<file path="src/rtl/cp0_reg_pkg.sv">
// rtl/cp0_reg_pkg.sv - CP0 register numbers, exception codes and field positions
package cp0_reg_pkg;

    localparam logic [4:0] CP0_REG_COUNT   = 5'd9;
    localparam logic [4:0] CP0_REG_COMPARE = 5'd11;
    localparam logic [4:0] CP0_REG_STATUS  = 5'd12;
    localparam logic [4:0] CP0_REG_CAUSE   = 5'd13;
    localparam logic [4:0] CP0_REG_EPC     = 5'd14;
    localparam logic [4:0] CP0_REG_PRID    = 5'd15;
    localparam logic [4:0] CP0_REG_CONFIG  = 5'd16;

    localparam logic [31:0] EXC_INTERRUPT = 32'h0000_0001;
    localparam logic [31:0] EXC_SYSCALL   = 32'h0000_0008;
    localparam logic [31:0] EXC_RI        = 32'h0000_000a;
    localparam logic [31:0] EXC_OV        = 32'h0000_000c;
    localparam logic [31:0] EXC_TRAP      = 32'h0000_000d;
    localparam logic [31:0] EXC_ERET      = 32'h0000_000e;

    localparam int STATUS_EXL   = 1;
    localparam int CAUSE_BD     = 31;
    localparam int CAUSE_IV     = 23;
    localparam int CAUSE_WP     = 22;
    localparam int CAUSE_IP_HI  = 15;
    localparam int CAUSE_IP_LO  = 10;
    localparam int CAUSE_SW_HI  = 9;
    localparam int CAUSE_SW_LO  = 8;
    localparam int CAUSE_EXC_HI = 6;
    localparam int CAUSE_EXC_LO = 2;

    // Returns {handled, ExcCode}; eret and unknown codes come back unhandled.
    function automatic logic [5:0] exc_decode(input logic [31:0] excepttype);
        logic [5:0] r;
        r = 6'd0;
        case (excepttype)
            EXC_INTERRUPT: r = {1'b1, 5'd0};
            EXC_SYSCALL:   r = {1'b1, 5'd8};
            EXC_RI:        r = {1'b1, 5'd10};
            EXC_OV:        r = {1'b1, 5'd12};
            EXC_TRAP:      r = {1'b1, 5'd13};
            default:       r = 6'd0;
        endcase
        return r;
    endfunction

endpackage

</file>
<file path="src/rtl/cp0_reg.sv">
// rtl/cp0_reg.sv - CP0 register bank with Count/Compare timer and exception bookkeeping
module cp0_reg
    import cp0_reg_pkg::*;
#(
    parameter logic [31:0] PRID_VALUE   = 32'h004C_0102,
    parameter logic [31:0] CONFIG_VALUE = 32'h0000_8000,
    parameter logic [31:0] STATUS_RESET = 32'h1000_0000
) (
    input  logic        clk,
    input  logic        rst,
    input  logic        we_i,
    input  logic [4:0]  waddr_i,
    input  logic [31:0] wdata_i,
    input  logic [4:0]  raddr_i,
    input  logic [5:0]  int_i,
    input  logic [31:0] excepttype_i,
    input  logic [31:0] current_inst_addr_i,
    input  logic        is_in_delayslot_i,
    output logic [31:0] data_o,
    output logic [31:0] count_o,
    output logic [31:0] compare_o,
    output logic [31:0] status_o,
    output logic [31:0] cause_o,
    output logic [31:0] epc_o,
    output logic [31:0] config_o,
    output logic [31:0] prid_o,
    output logic        timer_int_o
);

    logic [31:0] count_n, compare_n, status_n, cause_n, epc_n;
    logic        timer_n;
    logic [5:0]  exc;

    assign config_o = CONFIG_VALUE;
    assign prid_o   = PRID_VALUE;
    assign exc      = exc_decode(excepttype_i);

    always_comb begin
        count_n   = count_o + 32'd1;
        compare_n = compare_o;
        status_n  = status_o;
        cause_n   = cause_o;
        epc_n     = epc_o;
        timer_n   = timer_int_o;

        if (compare_o != 32'd0 && count_o == compare_o)
            timer_n = 1'b1;
        cause_n[CAUSE_IP_HI:CAUSE_IP_LO] = int_i;

        if (we_i) begin
            case (waddr_i)
                CP0_REG_COUNT:   count_n = wdata_i;
                CP0_REG_COMPARE: begin
                    compare_n = wdata_i;
                    timer_n   = 1'b0;
                end
                CP0_REG_STATUS:  status_n = wdata_i;
                CP0_REG_CAUSE:   begin
                    cause_n[CAUSE_SW_HI:CAUSE_SW_LO] = wdata_i[CAUSE_SW_HI:CAUSE_SW_LO];
                    cause_n[CAUSE_WP] = wdata_i[CAUSE_WP];
                    cause_n[CAUSE_IV] = wdata_i[CAUSE_IV];
                end
                CP0_REG_EPC:     epc_n = wdata_i;
                default: ;
            endcase
        end

        // Exception state lands on top of any same-edge software write.
        if (exc[5]) begin
            if (!status_n[STATUS_EXL]) begin
                epc_n = is_in_delayslot_i ? current_inst_addr_i - 32'd4 : current_inst_addr_i;
                cause_n[CAUSE_BD] = is_in_delayslot_i;
            end
            status_n[STATUS_EXL] = 1'b1;
            cause_n[CAUSE_EXC_HI:CAUSE_EXC_LO] = exc[4:0];
        end else if (excepttype_i == EXC_ERET) begin
            status_n[STATUS_EXL] = 1'b0;
        end
    end

    always_ff @(posedge clk) begin
        if (rst) begin
            count_o     <= 32'd0;
            compare_o   <= 32'd0;
            status_o    <= STATUS_RESET;
            cause_o     <= 32'd0;
            epc_o       <= 32'd0;
            timer_int_o <= 1'b0;
        end else begin
            count_o     <= count_n;
            compare_o   <= compare_n;
            status_o    <= status_n;
            cause_o     <= cause_n;
            epc_o       <= epc_n;
            timer_int_o <= timer_n;
        end
    end

    always_comb begin
        data_o = 32'd0;
        case (raddr_i)
            CP0_REG_COUNT:   data_o = count_o;
            CP0_REG_COMPARE: data_o = compare_o;
            CP0_REG_STATUS:  data_o = status_o;
            CP0_REG_CAUSE:   data_o = cause_o;
            CP0_REG_EPC:     data_o = epc_o;
            CP0_REG_PRID:    data_o = PRID_VALUE;
            CP0_REG_CONFIG:  data_o = CONFIG_VALUE;
            default:         data_o = 32'd0;
        endcase
    end

endmodule

</file>
<file path="config.mk">
export PLATFORM = sky130hd
export DESIGN_NAME = cp0_reg
export DESIGN_NICKNAME = d
export VERILOG_FILES = /design/src/rtl/cp0_reg_pkg.sv /design/src/rtl/cp0_reg.sv
export SDC_FILE = /design/constraint.sdc
export NUM_CORES = 1
export LEC_CHECK = 0
export CORE_ASPECT_RATIO = 0.75
export CORE_MARGIN = 5
export CORE_UTILIZATION = 47
export CTS_CLUSTER_DIAMETER = 30
export DETAILED_ROUTE_END_ITERATION = 12
export MAX_ROUTING_LAYER = met4
export PLACE_DENSITY = 0.93
export SLEW_MARGIN = 10
export SYNTH_ARGS = -nofsm -noshare
export SYNTH_HDL_FRONTEND = slang
export SYNTH_SLANG_ARGS = --single-unit
</file>
<file path="constraint.sdc">
create_clock -name clk -period 6 [get_ports clk]
set_input_delay 1.8 -clock clk [delete_from_list [all_inputs] [get_ports clk]]
set_output_delay 1.8 -clock clk [all_outputs]
set_load 0.02 [all_outputs]
</file>
==> out/metrics.yaml <==
global_routing:
  grt_overflow: 0
  grt_pass1_vias: 8160
  grt_max_degree: 70
  grt_first_pass_wirelength_um: 51100
  track_usage: 0.322
  grt_antenna_before_repair: 0
worst_setup_path:
  ff2ff_path_depth: 5
  path_class: "in -> out"
  worstPathArrival_ns: 4.06
  reg2reg_from: "count_o[10]"
  worst_path_most_repeated_cell: "clkdlybuf4s50_1"
  r2r_end: "count_o[31]"
  crit_path_max_fanout: 14
  crit_start: "raddr_i[3]"
  slowest_delay_ns: 0.64
  worstPathRequired_ns: 4.20
  ff2ff_setup_slack_ns: 3.53
  worst_setup_path_end_kind: "output pin"
  path_cells: "clkdlybuf4s50_1 > nor2b_1 > nand2_1 > nor3_2 > buf_4 > a221o_1 > clkdlybuf4s50_1"
  critPathLaunchType: "input port"
  worst_path_max_delay_cell: "clkdlybuf4s50_1"
synthesis:
  ys_warn_count: 0
  yosysSeqAreaShare: 0.336
  synth.most_common_cell: "nand2_1"
  synth_top_cell_area_share: 0.336
  synth_commonest_cells: "nand2_1, dfxtp_1, buf_4"
  synth-seq-cells: 144
  netlist_instances: 1063
  syn_avg_cell_area_sq_um: 8.07
  synth_top_cell_by_area: "dfxtp_1"
  async_flop_share: 0
  ys.flop_type: "dfxtp_1"
  yosys-top-cells-area: "dfxtp_1, xnor2_1, buf_4"
  syn_area_sq_mm: 0.00858
  synth_cell_types: 56
  synth_edf_count: 0
detailed_routing:
  drt-total-wl_um: 35400
  vias: 9247
  wl_per_cell_um: 22.6
  drt_iter0_drc: 1417
  met3_length_um: 4730
  top_layer: "met4"
  route.detailed.drc: 0
  vias_per_cell: 5.89
  route.met2.wl_um: 15100
  ant_nets: 0
  wl_met1_um: 14700
  dr.pass1.iters: 5
sta:
  finalSetupTns_ns: 0
  drv_slew: 0
  clock.fmax_mhz: 171
  layout_min_cycle_time_ns: 5.86
  relSlewSlack: 0.254
  finalHoldViolCount: 0
  skew_ns: 0.00840
  setup_viol: 0
  final.period_utilization: 0.976
  worstMarginPinSlew_ns: 1.12
  rsz0062_at_grt: "no"
min_path:
  min_path_type: "reg -> reg"
  worstHoldPathCells: 2
  min_from: "status_o[8]"
  min_to: "status_o[8]"
pwr:
  p_leak_nw: 4.03
  vdd_drop_max_mv: 0.171
  powerDensity_mw_per_mm2: 205
  finalPower_mw: 2.47
die:
  die-area_sq_mm: 0.0211
  std_cell_rows: 42
  io_pins: 373
  coreArea_sq_mm: 0.0178
  die_h_um: 127
  initial_utilization: 0.482
  die_w_um: 166
clocking:
  ctsHoldBuffers: 0
  cts_max_level: 4
  cts_tree: "done"
  cts_buffers: 17
  cts_root_buf: "clkbuf_16"
  cts.sinks: 144
  clk_latency_ns: 0.42
  cts.path.max_buffers: 2
  path_clk_slew_ns: 0.06
outcome:
  status: "complete, no violations"
placed_design:
  place_congestion: 1.00
  place_hpwl_um: 27400
  port-buffer-count: 291
run:
  drv_cap: 0
finish:
  final_layout_size_suffix_gt1_frac: 0.0558
  nNetsFinal: 1433
  seq_area_sq_mm: 0.00288
  syn_to_final_growth_pct: 40.1
  fill_cells: 1432
  multi_input_area_sq_mm: 0.00508
[power breakdown]
group	switching (mW)	internal, mW
combinational	0.185	0.132
clock	0.412	0.752
sequential	0.0202	0.969
[metal layers]
metal	GRT usage	vias to the layer above
met3	0.0994	87
met5	-	-
met4	0.0839	0
met1	0.443	4337
li1	-	4168
met2	0.461	655
[flip-flops by register name, summed over array words and instances, names as in the netlist]
| signal | flops |
|---|---|
| cause_o | 15 |
| compare_o | 32 |
| count_o | 32 |
| epc_o | 32 |
| status_o | 32 |
| timer_int_o | 1 |
[worst max-delay path by stage]
| stage | endpoint | cells past startpoint | slack (ns) |
|---|---|---|---|
| 2_1_floorplan | data_o[0] | 5 | 0.70 |
| 3_3_place_gp | data_o[23] | 8 | 0.19 |
| 3_5_place_dp | data_o[5] | 8 | 0.16 |
| 4_1_cts | data_o[23] | 8 | 0.15 |
| 5_1_grt | data_o[14] | 7 | 0.03 |
| 6_report | data_o[14] | 7 | 0.14 |
[cells by family (layout without fill, tap and decap cells)]
| family | count (synthesis) | after routing | synth area share |
|---|---|---|---|
| buffers and inverters | 168 | 352 | 0.111 |
| XOR/XNOR | 84 | 84 | 0.0857 |
| adder cells (fa/ha/maj) | 2 | 2 | 0.00292 |
| multiplexers | 40 | 40 | 0.0468 |
| flip-flops | 144 | 144 | 0.336 |
| AO/OA/AOI/OAI | 241 | 241 | 0.198 |
| other | 2 | 82 | 0.000875 |
| AND/OR/NAND/NOR | 382 | 382 | 0.219 |
[layout make-up]
class | count | share of cell area
timing repair buffer | 314 | 0.257
tap | 242 | 0.0252
multi-input combinational | 830 | 0.422
sequential | 144 | 0.240
clock inverter | 11 | 0.0156
inverter | 8 | 0.00250
clock buffer | 19 | 0.0377
antenna | 1 | 0.000208
[placed cells by master, fill, tap and decap left out, types with 8 or more instances in the layout]
cell type          n
nor2b_1           43
nor3_1            24
nand4_1           16
conb_1            81
buf_4             23
nor2_1            60
inv_1              8
clkdlybuf4s50_1  289
or3_1              9
a22oi_1           15
mux2i_1           38
nand2_1          148
xnor2_1           77
o21ai_0           23
a21oi_1           69
o2bb2ai_1         12
clkbuf_16         17
a211oi_1          50
a221oi_1          33
dfxtp_1          144
nor4_1            28
a221o_1           12
nand3_1           16
[timing repair]
action / 4_1_cts / 5_1_grt
buffers inserted: 0 / 0
resized for setup: 0 / 1
endpoints found under the setup margin: 0 / 3
[worst max-delay path, delay by kind of cell]
family | cells | cell delay (ns)
AO/OA/AOI/OAI | 1 | 0.25
AND/OR/NAND/NOR | 3 | 0.64
buffers and inverters | 3 | 1.36
[stage by stage]
stage / hold WS (ns) / std cells / setup slack (ns) / cell area [sq um] / util
floorplan: 0.542 / 1142 / 0.705 / 8880 / -
global placement: 0.454 / 1538 / 0.189 / 11400 / 0.639
detailed placement: 0.458 / 1538 / 0.157 / 11400 / 0.639
CTS: 0.466 / 1568 / 0.146 / 12000 / 0.675
global route: 0.482 / 1568 / 0.0335 / 12000 / 0.675
finish: 0.469 / 1569 / 0.145 / 12000 / 0.675
Note: power is estimated with default switching activity, not from simulation.
